### src/rtl/dendy_pkg.sv
// Shared definitions for the Dendy bus blocks.
//   dma_state_t  : sprite DMA engine state encoding
//   ADDR_OAMDMA  : CPU register that starts a sprite DMA ($4014)
//   ADDR_OAMDATA : PPU OAM data port that receives the copied bytes ($2004)
package dendy_pkg;

    typedef enum logic [2:0] {
        ST_IDLE  = 3'd0,
        ST_HALT  = 3'd1,
        ST_ALIGN = 3'd2,
        ST_READ  = 3'd3,
        ST_WRITE = 3'd4
    } dma_state_t;

    localparam logic [15:0] ADDR_OAMDMA  = 16'h4014;
    localparam logic [15:0] ADDR_OAMDATA = 16'h2004;

endpackage

### src/rtl/oam_dma.sv
// oam_dma - sprite DMA engine sitting between the CPU and the memory/PPU bus.
//
// While idle the CPU bus (cpu_a/cpu_d/cpu_r/cpu_w) is passed straight through
// and cpu_ce follows ce. A CPU write to $4014 latches the source page; the
// engine then stalls the CPU (cpu_ce=0) and copies $XX00-$XXFF to $2004 with
// alternating read/write ticks, then hands the bus back.
//
// Ports:
//   clock, reset   system clock, asynchronous active-high reset
//   ce             CPU-rate tick; all state advances only when high
//   cpu_a/d/r/w    CPU-side address, write data, read and write strobes
//   cpu_ce         gated clock-enable returned to the CPU
//   A, D, R, W     bus address, write data, read and write strobes
//   I              bus read data, valid in the same tick as R
//   state_dbg      current FSM state (dma_state_t encoding) for observation
//
// Configuration macro: OAM_DMA_ALIGN_EN
//   defined   : an extra ALIGN tick is inserted when the HALT tick falls on
//               odd CPU-cycle parity (513 or 514 stall ticks)
//   undefined : HALT always goes straight to READ (fixed 513 stall ticks) and
//               the parity register is not built
//
// Handshake: there is no valid/ready pair; every transfer step is qualified
// solely by ce, and read data on I is consumed in the same ce tick as R=1.
module oam_dma
    import dendy_pkg::*;
(
    input  logic        clock,
    input  logic        reset,
    input  logic        ce,
    input  logic [15:0] cpu_a,
    input  logic [7:0]  cpu_d,
    input  logic        cpu_r,
    input  logic        cpu_w,
    output logic        cpu_ce,
    output logic [15:0] A,
    input  logic [7:0]  I,
    output logic [7:0]  D,
    output logic        R,
    output logic        W,
    output logic [2:0]  state_dbg
);

    dma_state_t state;
    dma_state_t state_next;

    logic [7:0] page;
    logic [7:0] idx;
    logic [7:0] data;
    logic       dma_start;

    // The $4014 write is recognised only on a real CPU tick.
    assign dma_start = ce && cpu_w && (cpu_a == ADDR_OAMDMA);

    assign state_dbg = state;

`ifdef OAM_DMA_ALIGN_EN
    // CPU-cycle parity, free-running on every ce tick.
    logic odd;

    always_ff @(posedge clock or posedge reset) begin
        if (reset) begin
            odd <= 1'b0;
        end else if (ce) begin
            odd <= ~odd;
        end
    end
`endif

    // State register
    always_ff @(posedge clock or posedge reset) begin
        if (reset) begin
            state <= ST_IDLE;
        end else if (ce) begin
            state <= state_next;
        end
    end

    // Next-state logic (evaluated per tick; the register applies ce)
    always_comb begin
        state_next = state;
        case (state)
            ST_IDLE: begin
                if (dma_start) begin
                    state_next = ST_HALT;
                end
            end
            ST_HALT: begin
`ifdef OAM_DMA_ALIGN_EN
                state_next = odd ? ST_ALIGN : ST_READ;
`else
                state_next = ST_READ;
`endif
            end
            ST_ALIGN: state_next = ST_READ;
            ST_READ:  state_next = ST_WRITE;
            ST_WRITE: begin
                // idx still holds the byte just written; $FF is the last one.
                state_next = (idx == 8'hFF) ? ST_IDLE : ST_READ;
            end
            default:  state_next = ST_IDLE;
        endcase
    end

    // Transfer datapath: page/index/data registers
    always_ff @(posedge clock or posedge reset) begin
        if (reset) begin
            page <= 8'h00;
            idx  <= 8'h00;
            data <= 8'h00;
        end else if (ce) begin
            case (state)
                ST_IDLE: begin
                    if (dma_start) begin
                        page <= cpu_d;
                        idx  <= 8'h00;
                    end
                end
                ST_READ:  data <= I;
                // 8-bit wrap: never carries into page.
                ST_WRITE: idx <= idx + 8'd1;
                default:  ;
            endcase
        end
    end

    // Output logic: passthrough in IDLE, engine-owned bus otherwise
    always_comb begin
        A      = {page, idx};
        D      = data;
        R      = 1'b0;
        W      = 1'b0;
        cpu_ce = 1'b0;
        case (state)
            ST_IDLE: begin
                A      = cpu_a;
                D      = cpu_d;
                R      = cpu_r;
                W      = cpu_w;
                cpu_ce = ce;
            end
            ST_READ: begin
                R = 1'b1;
            end
            ST_WRITE: begin
                A = ADDR_OAMDATA;
                W = 1'b1;
            end
            default: ;
        endcase
    end

endmodule

### config.mk
export PLATFORM = sky130hd
export DESIGN_NAME = oam_dma
export DESIGN_NICKNAME = d
export VERILOG_FILES = /design/src/rtl/dendy_pkg.sv /design/src/rtl/oam_dma.sv
export SDC_FILE = /design/constraint.sdc
export NUM_CORES = 1
export LEC_CHECK = 0
export ABC_CLOCK_PERIOD_IN_PS = 1900
export BUFFER_PORTS_ARGS = -buffer_cell sky130_fd_sc_hd__buf_2
export CAP_MARGIN = 5
export CORE_UTILIZATION = 40
export CTS_CLUSTER_DIAMETER = 50
export CTS_CLUSTER_SIZE = 16
export DETAILED_ROUTE_END_ITERATION = 8
export PLACE_DENSITY = 0.72
export SYNTH_ARGS = -nofsm -noshare
export SYNTH_HDL_FRONTEND = slang
export SYNTH_SLANG_ARGS = --single-unit
export TNS_END_PERCENT = 30
### constraint.sdc
create_clock -name clock -period 1.9 [get_ports clock]
set_clock_uncertainty 0.2 [all_clocks]
set_input_delay 0.285 -clock clock [delete_from_list [all_inputs] [get_ports clock]]
set_output_delay 0.285 -clock clock [all_outputs]
set_load 0.05 [all_outputs]
Yosys cells after proc, flatten, opt, wreduce, memory -nomap -nowiden
Index checks and enable logic that the tools add are counted.

word-level totals
  bits of input ports = 37
  register bits after elaboration = 27
  output and inout port bits = 30
  word-level logic and storage cells = 31

cells by class
  add/sub/neg operators = 1
  muxes and demuxes = 10
  equality and inequality tests = 7
  reductions and logical operators = 9

operators with widths
  operator                number
  $pmux W16 S2            1
  $eq A16 B15 Y1 const B  1
  $mux W8                 2
  $pmux W8 S2             1
  $pmux W3 S4             1
  $add A8 B1 Y8 const B   1
  $eq A8 B8 Y1 const B    1
  $eq A3 B2 Y1 const B    2
  $reduce_and A3 Y1       2
  $pmux W1 S2             2
  $reduce_and A2 Y1       2
  $eq A3 B1 Y1 const B    1
  $eq A3 B3 Y1 const B    1
  $logic_not A3 Y1        1
  $mux W3                 1
  $logic_and A1 B1 Y1     2
  $mux W2                 1
  $ne A2 B2 Y1 const B    1
  $reduce_bool A2 Y1      1
  $reduce_or A2 Y1        1
  $mux W1                 1

Depth between registers and ports, before layout
Gate-level depths: netlist of the first run.

  word-level depth = 4
  mapped depth = 5
  gate-level depth less buffers = 5

Worst setup path after synthesis of the first run
Ideal clock, no wire load.

  path kind = flip-flop to output port
  start = register state[0] (netlist: state_dbg[0])
  end = output port W
  cell stages (with the launch flop) = 6
  arrival = 2.096 ns
  path buffers = 3
  slack = -0.681 ns
  cell sequence = dfrtp_1 buf_2 or2_2 clkbuf_1 clkbuf_1 nor2_1

between the ends
  cells in the longest elaborated chain, start to end = 2
  elaborated cells on any way between the ends = 3
  those cells by class = eq/ne: 1; mux: 1; reduce/logical: 1

RTL lines
  item                                              line            source
  from (decl)                                       oam_dma.sv:44   dma_state_t state;
  from (signal assigned)                            oam_dma.sv:75   state <= state_next;
  $eq A3 B3 Y1 or $logic_not A3 Y1 (tied branches)  oam_dma.sv:134  case (state)
  $pmux W1 S2 (*)                                   oam_dma.sv:134
  to (decl)                                         oam_dma.sv:40   output logic W,

Mark *: on every way between the ends. The rest lies on a longest branch, timed or not.

Worst setup path in the final report of the first run
  start = register state[0] (netlist: state_dbg[0])
  end = output port D[2]

between the ends
  cells in the longest elaborated chain, start to end = 2

RTL lines
  item              line            source
  $logic_not A3 Y1  oam_dma.sv:134
  $mux W8           oam_dma.sv:134
  to (decl)         oam_dma.sv:38   output logic [7:0] D,

No other way between the ends.

==> qor.csv, run 1 <==
metric,value,unit
result_of_the_run,"finished, violations left",
violated_checks,setup timing,
hpwl,3.30,mm
gp_congestion,0.821,
per_instance_average_area_after_synthesis,9.66,sq um
switching_power,2.73,mW
syn-instance-count,161,
wl_per_cell,16.1,microns
core_area,3690,sq um
pwr_density_cell,1970,nW/um^2
start_util,0.422,
period_needed,2.09,ns
ys_types,35,
rsz0062_at_grt,yes,
routed_wirelength,4.91,mm
first_global_vias,1720,
path_max_fanout,5,
cts.sinks,27,
min_path_type,input pin to register,
p_int,2.57,mW
grt_first_pass_wirelength,8.12,mm
net_count_final,295,
die-height,64.4,microns
worst_slew_pin_slew,0.346,ns
share_comb_of_total_power,0.759,
leakagePower,1.31,nW
worstSetupPathType,register to output pin,
vias,1675,
maxCapViolCount,0,
place_worst_setup_slack,-0.0977,ns
maxSlewViolCount,0,
drt_pre_antenna_iters,4,
finalHoldViolCount,0,
p_total,5.30,mW
endpoint_kind,output pin,
clock_buffers_created_by_tritoncts,3,
yosys-top-cells-area,"sky130_fd_sc_hd__dfrtp_1 43%, sky130_fd_sc_hd__mux2_2 12%, sky130_fd_sc_hd__a22o_1 8.4%",
reg2reg_depth,5,
grt.overflow.total,0,
grt_usage,0.254,
floorplan.io_pins,67,
grt_antenna_before_repair,0,
root_buffer,sky130_fd_sc_hd__clkbuf_8,
fp.dieW,64.4,microns
ir_worst_vdd,1.32,mV
antenna-diode-count,0,
postSynthRegisterBits,27,
dieArea,4140,sq um
hold-path-cell-count,2,
synthesis.nets,199,
num_rows,22,
synth_to_final_area_change,73.4,%
detail_route.drc_violations,0,
worstPathArrival,1.60,ns
route.antenna.remaining_nets,0,
synth-edff-count,0,
vias_per_cell,5.51,
post_synth_most_frequent_cells,"31 x sky130_fd_sc_hd__nand2_1, 27 x sky130_fd_sc_hd__dfrtp_1, 16 x sky130_fd_sc_hd__mux2_2, 15 x sky130_fd_sc_hd__a22o_1, 6 x sky130_fd_sc_hd__clkbuf_1",
final_critical_path_setup_slack,-0.185,ns
worst_ep_required_time,1.41,ns
clk_pin_slew,0.10,ns
setup_viol_count_final,34,
clk-insertion-delay-late,0.27,ns
power.share.switching,0.514,
share_of_synthesized_flip_flops_with_an_asynchronous_set_or_reset,1.00,
netlist.top_cell.by_area,sky130_fd_sc_hd__dfrtp_1,
cts_tree,built,
max_freq,480,MHz
yosys.area.top_type_share,0.434,
port_buffers,66,
cts-htree-levels,1,
clockBufferDepth,2,
synth_flop_cell,sky130_fd_sc_hd__dfrtp_1,
synth_sequential_area_ratio,0.434,
pin_count_of_the_biggest_net_entering_global_routing,28,
seq_power_share,0.177,
post-synth-top-count-cell,sky130_fd_sc_hd__nand2_1,
drive_gt1_frac,0.625,
fin_crit_sh,1.10,
utilization,0.731,
cp-start-kind,register,
dr.first_iter.drc_count,46,
synthesis.area,1560,sq um
slew_headroom,0.769,
clkPwrFrac,0.064,
yosys_warnings,0,
## power groups by stage
stage	logic [mW]	registers, mW	clock network [mW]
6_report	4.02	0.940	0.340
5_1_grt	4.19	0.963	0.355
4_1_cts	3.86	0.915	0.336
3_5_place_dp	3.13	0.894	0
3_3_place_gp	3.11	0.886	0
2_1_floorplan	2.45	0.977	0
## state kept, by name, indices dropped and copies added, names as in the netlist
register,flops
idx,8
page,8
state_dbg,3
data,8
## layer usage
metal / share of wire / track usage
met5: 0 / 0
met4: 0.027 / 0.0917
met3: 0.060 / 0.0500
met2: 0.48 / 0.421
met1: 0.43 / 0.327
## area by class of cell
type | count | area [sq um]
multi-input cells | 122 | 1070
fillers | 284 | 992
repair buffers | 100 | 828
flip-flops and latches | 27 | 679
well taps | 48 | 60.1
clock buffers | 3 | 41.3
inverters | 3 | 11.3
clock inverters | 1 | 7.51
## placed cells by master (no fill, tap or decap), types with 5 or more instances in the layout
cell | synthesis | routed
sky130_fd_sc_hd__buf_2 | 3 | 39
sky130_fd_sc_hd__buf_4 | 0 | 28
sky130_fd_sc_hd__dfrtp_1 | 27 | 24
sky130_fd_sc_hd__buf_6 | 0 | 18
sky130_fd_sc_hd__mux2_2 | 16 | 16
sky130_fd_sc_hd__nand2_1 | 31 | 14
sky130_fd_sc_hd__buf_8 | 0 | 14
sky130_fd_sc_hd__nand2_4 | 0 | 11
sky130_fd_sc_hd__a22o_4 | 0 | 10
sky130_fd_sc_hd__nand2_2 | 0 | 6
sky130_fd_sc_hd__o21ai_0 | 5 | 5
sky130_fd_sc_hd__nand3_1 | 5 | 5
sky130_fd_sc_hd__a22o_1 | 15 | 5
## timing repair
| action | CTS | global route |
|---|---|---|
| resized for setup | 81 | 12 |
| hold endpoints to repair | 27 | 0 |
| pin swaps | 17 | 5 |
| setup buffers | 1 | 0 |
| endpoints found under the setup margin | 27 | 36 |
| hold buffers | 1 | 0 |
## path summary, 6_finish.rpt
| path | start | endpoint | slack [ns] |
|---|---|---|---|
| setup / recovery | state_dbg[0] | D[2] | -0.19 |
| hold reg to reg | data[2] | data[2] | 0.35 |
| max in group asynchronous | reset | state_dbg[0] | 0.81 |
| min in group asynchronous | reset | idx[0] | 0.41 |
| hold / removal | I[5] | data[5] | 0.03 |
| setup reg to reg | state_dbg[0] | page[5] | -0.09 |
## worst max-delay path: stages (launching register included)
cell and delay, ns:
sky130_fd_sc_hd__dfrtp_2 0.46, sky130_fd_sc_hd__or3_4 0.44, sky130_fd_sc_hd__buf_6 0.16, sky130_fd_sc_hd__nand2_2 0.06, sky130_fd_sc_hd__nand2_2 0.06, sky130_fd_sc_hd__buf_8 0.15
## kinds of logic after synthesis
logic type               share of synthesized area
adder cells (fa/ha/maj)                    0.00804
AO/OA/AOI/OAI                                0.196
flip-flops                                   0.434
AND/OR/NAND/NOR                              0.208
buffers and inverters                       0.0314
multiplexers                                 0.122
## per-stage QoR
stage | std cells | hold WS [ns] | instance area [sq um] | setup TNS (ns)
final | 304 | 0.0321 | 2700 | -3.65
after global routing | 304 | 0.0373 | 2700 | -4.92
after CTS | 304 | 0.0369 | 2650 | -3.42
after detailed placement | 298 | 0.163 | 2320 | -0.766
after global placement | 298 | 0.163 | 2320 | -0.562
after floorplan | 161 | 0.138 | 1770 | -4.56
Power figures use the tool's default switching activity.
==> run 2: changes to the inputs <==
--- a/config.mk
+++ b/config.mk
@@ -6,13 +6,12 @@
 export NUM_CORES = 1
 export LEC_CHECK = 0
 export ABC_CLOCK_PERIOD_IN_PS = 1900
-export BUFFER_PORTS_ARGS = -buffer_cell sky130_fd_sc_hd__buf_2
 export CAP_MARGIN = 5
 export CORE_UTILIZATION = 40
 export CTS_CLUSTER_DIAMETER = 50
 export CTS_CLUSTER_SIZE = 16
 export DETAILED_ROUTE_END_ITERATION = 8
-export PLACE_DENSITY = 0.72
+export DONT_BUFFER_PORTS = 1
 export SYNTH_ARGS = -nofsm -noshare
 export SYNTH_HDL_FRONTEND = slang
 export SYNTH_SLANG_ARGS = --single-unit
==> qor.csv, run 2 (synthesis gave the netlist of run 1 again) <==
metric,value,unit,change
floorplan.io_pins,67,,unchanged
core_area,3690,sq um,unchanged
root_buffer,sky130_fd_sc_hd__clkbuf_8,,
share_comb_of_total_power,0.738,,-0.021
drive_gt1_frac,0.415,,-0.210
max_freq,484,MHz,+0.89%
path_max_fanout,6,,+1
dpl.cell_count,224,,-25%
gp_congestion,0.882,,+7.4%
drt_pre_antenna_iters,4,,unchanged
fin_crit_sh,1.09,,-0.00968
routed_wirelength,4.49,mm,-8.4%
worst_slew_pin_slew,0.436,ns,+0.0900 ns
power.share.switching,0.539,,+0.0246
final_critical_path_setup_slack,-0.167,ns,+0.0184 ns
multi_input_area,1080,sq um,+1.3%
timing.critical_path.buf_inv,3,,+1
result_of_the_run,"finished, violations left",,
finalSetupTns,-3.72,ns,-0.0724 ns
net_count_final,244,,-17%
maxSlewViolCount,0,,unchanged
p_int,2.14,mW,-17%
leakagePower,1.07,nW,-18%
worstSetupPathType,register to output pin,,
vias,1479,,-12%
start_util,0.422,,unchanged
finalHoldViolCount,0,,unchanged
detail_route.drc_violations,0,,unchanged
pwr_density_cell,1930,nW/um^2,-1.7%
synth_to_final_area_change,54.7,%,
pin_count_of_the_biggest_net_entering_global_routing,28,,unchanged
critPathTopFamily,buffers and inverters,,
seq_power_share,0.187,,+0.010
stdcell_count,253,,-17%
clk-insertion-delay-late,0.28,ns,about the same
antenna-diode-count,0,,unchanged
rsz0062_at_grt,yes,,
maxCapViolCount,0,,unchanged
violated_checks,setup timing,,
period_needed,2.07,ns,-0.0184 ns
hpwl,3.16,mm,-4.4%
clk_pin_slew,0.10,ns,about the same
critical_path.max_stage_delay,0.44,ns,-0.02 ns
num_rows,22,,unchanged
dr.first_iter.drc_count,86,,+87%
slew_headroom,0.709,,-0.0609
crit_path_top_delay_cell,sky130_fd_sc_hd__dfrtp_2,,
ir_worst_vdd,1.17,mV,-11%
setup_viol_count_final,34,,unchanged
worst_ep_required_time,1.41,ns,about the same
endpoint_kind,output pin,,
grt_usage,0.222,,-0.0319
cts-htree-levels,1,,unchanged
crit_path_cells,buf_6 > nor3_4 > buf_6 > a22o_1 > buf_12,,
filler_cell_count,304,,+7.0%
path_common_cell,sky130_fd_sc_hd__buf_6,,
first_global_vias,1453,,-16%
clock_buffers_created_by_tritoncts,3,,unchanged
port_buffers,0,,-100%
dieArea,4140,sq um,unchanged
cts.sinks,27,,unchanged
grt_antenna_before_repair,0,,unchanged
vias_per_cell,5.85,,+6.1%
die-height,64.4,microns,unchanged
min_path_type,input pin to register,,
regArea,678,sq um,-0.18%
cts_tree,built,,
final_cell_mix,"25 x sky130_fd_sc_hd__dfrtp_1, 23 x sky130_fd_sc_hd__nand2_1, 18 x sky130_fd_sc_hd__dlygate4sd3_1",,
wl_per_cell,17.8,microns,+10%
switching_power,2.51,mW,-8.1%
clkPwrFrac,0.074,,+0.010
p_total,4.65,mW,-12%
cp-start-kind,register,,
route.antenna.remaining_nets,0,,unchanged
worstPathArrival,1.58,ns,-0.02 ns
grt.overflow.total,0,,unchanged
grt_first_pass_wirelength,6.98,mm,-14%
fp.dieW,64.4,microns,unchanged
clockBufferDepth,2,,unchanged
layout_commonest_cell,sky130_fd_sc_hd__dfrtp_1,,
reg.largest.list,"data x8, idx x8, page x8",,
run 2: cell types whose count changed in the layout (fill, tap and decap cells not counted), sizes merged:
cell	delta
dlygate4sd3	+17
buf	-68
run 2: per-layer routing:
layer | part of all wire | track usage
met3 | 0.065 | 0.0375
met4 | 0.016 | 0.0750
met1 | 0.42 | 0.284
met2 | 0.50 | 0.378
met5 | 0 | 0
run 2: metrics by stage:
step	utilization	instance area, sq um	hold slack [ns]	worst slack (ns)
final	0.652	2410	0.0514	-0.167
after global routing	0.652	2410	0.0605	-0.225
after CTS	0.634	2340	0.0484	-0.186
after detailed placement	0.543	2000	0.0603	-0.0202
after global placement	0.543	2000	0.0499	0.0734
after floorplan	-	1770	0.138	-0.190
run 2: area by class of cell:
| type | instances | area share |
|---|---|---|
| Timing Repair Buffer | 49 | 0.218 |
| Clock buffer | 3 | 0.0172 |
| Multi-Input combinational cell | 122 | 0.450 |
| Tap cell | 48 | 0.0250 |
| Inverter | 3 | 0.00468 |
| Clock inverter | 1 | 0.00312 |
| Sequential cell | 27 | 0.282 |
run 2: worst paths after layout:
kind                         startpoint            to  slack [ns]  cells past startpoint
max                        state_dbg[1]          A[1]       -0.17                      5
min                                  ce  state_dbg[1]        0.05                      3
max reg2reg                state_dbg[1]       page[6]       -0.13                      6
min reg2reg                     data[2]       data[2]        0.32                      1
max in group asynchronous         reset  state_dbg[1]        0.93                      3
min in group asynchronous         reset       data[2]        0.30                      3
run 2: power by group through the flow:
stage	registers, mW	logic [mW]	clock network [mW]
finish	0.871	3.43	0.346
global route	0.894	3.60	0.368
CTS	0.867	3.36	0.345
detailed placement	0.880	3.06	0
global placement	0.867	3.04	0
floorplan	0.977	2.45	0
run 2: worst min-delay path: stages:
cell	delay, ns
sky130_fd_sc_hd__nor2b_1	0.09
sky130_fd_sc_hd__a311oi_1	0.05
sky130_fd_sc_hd__o21ai_0	0.07
run 2: timing repair:
| item | CTS | global route |
|---|---|---|
| hold endpoints to repair | 45 | 0 |
| buffers inserted | 4 | 2 |
| cloned | 1 | 0 |
| hold buffers | 18 | 0 |
| pin swaps | 15 | 9 |
| gates resized for setup | 17 | 13 |
| setup endpoints to repair | 27 | 43 |
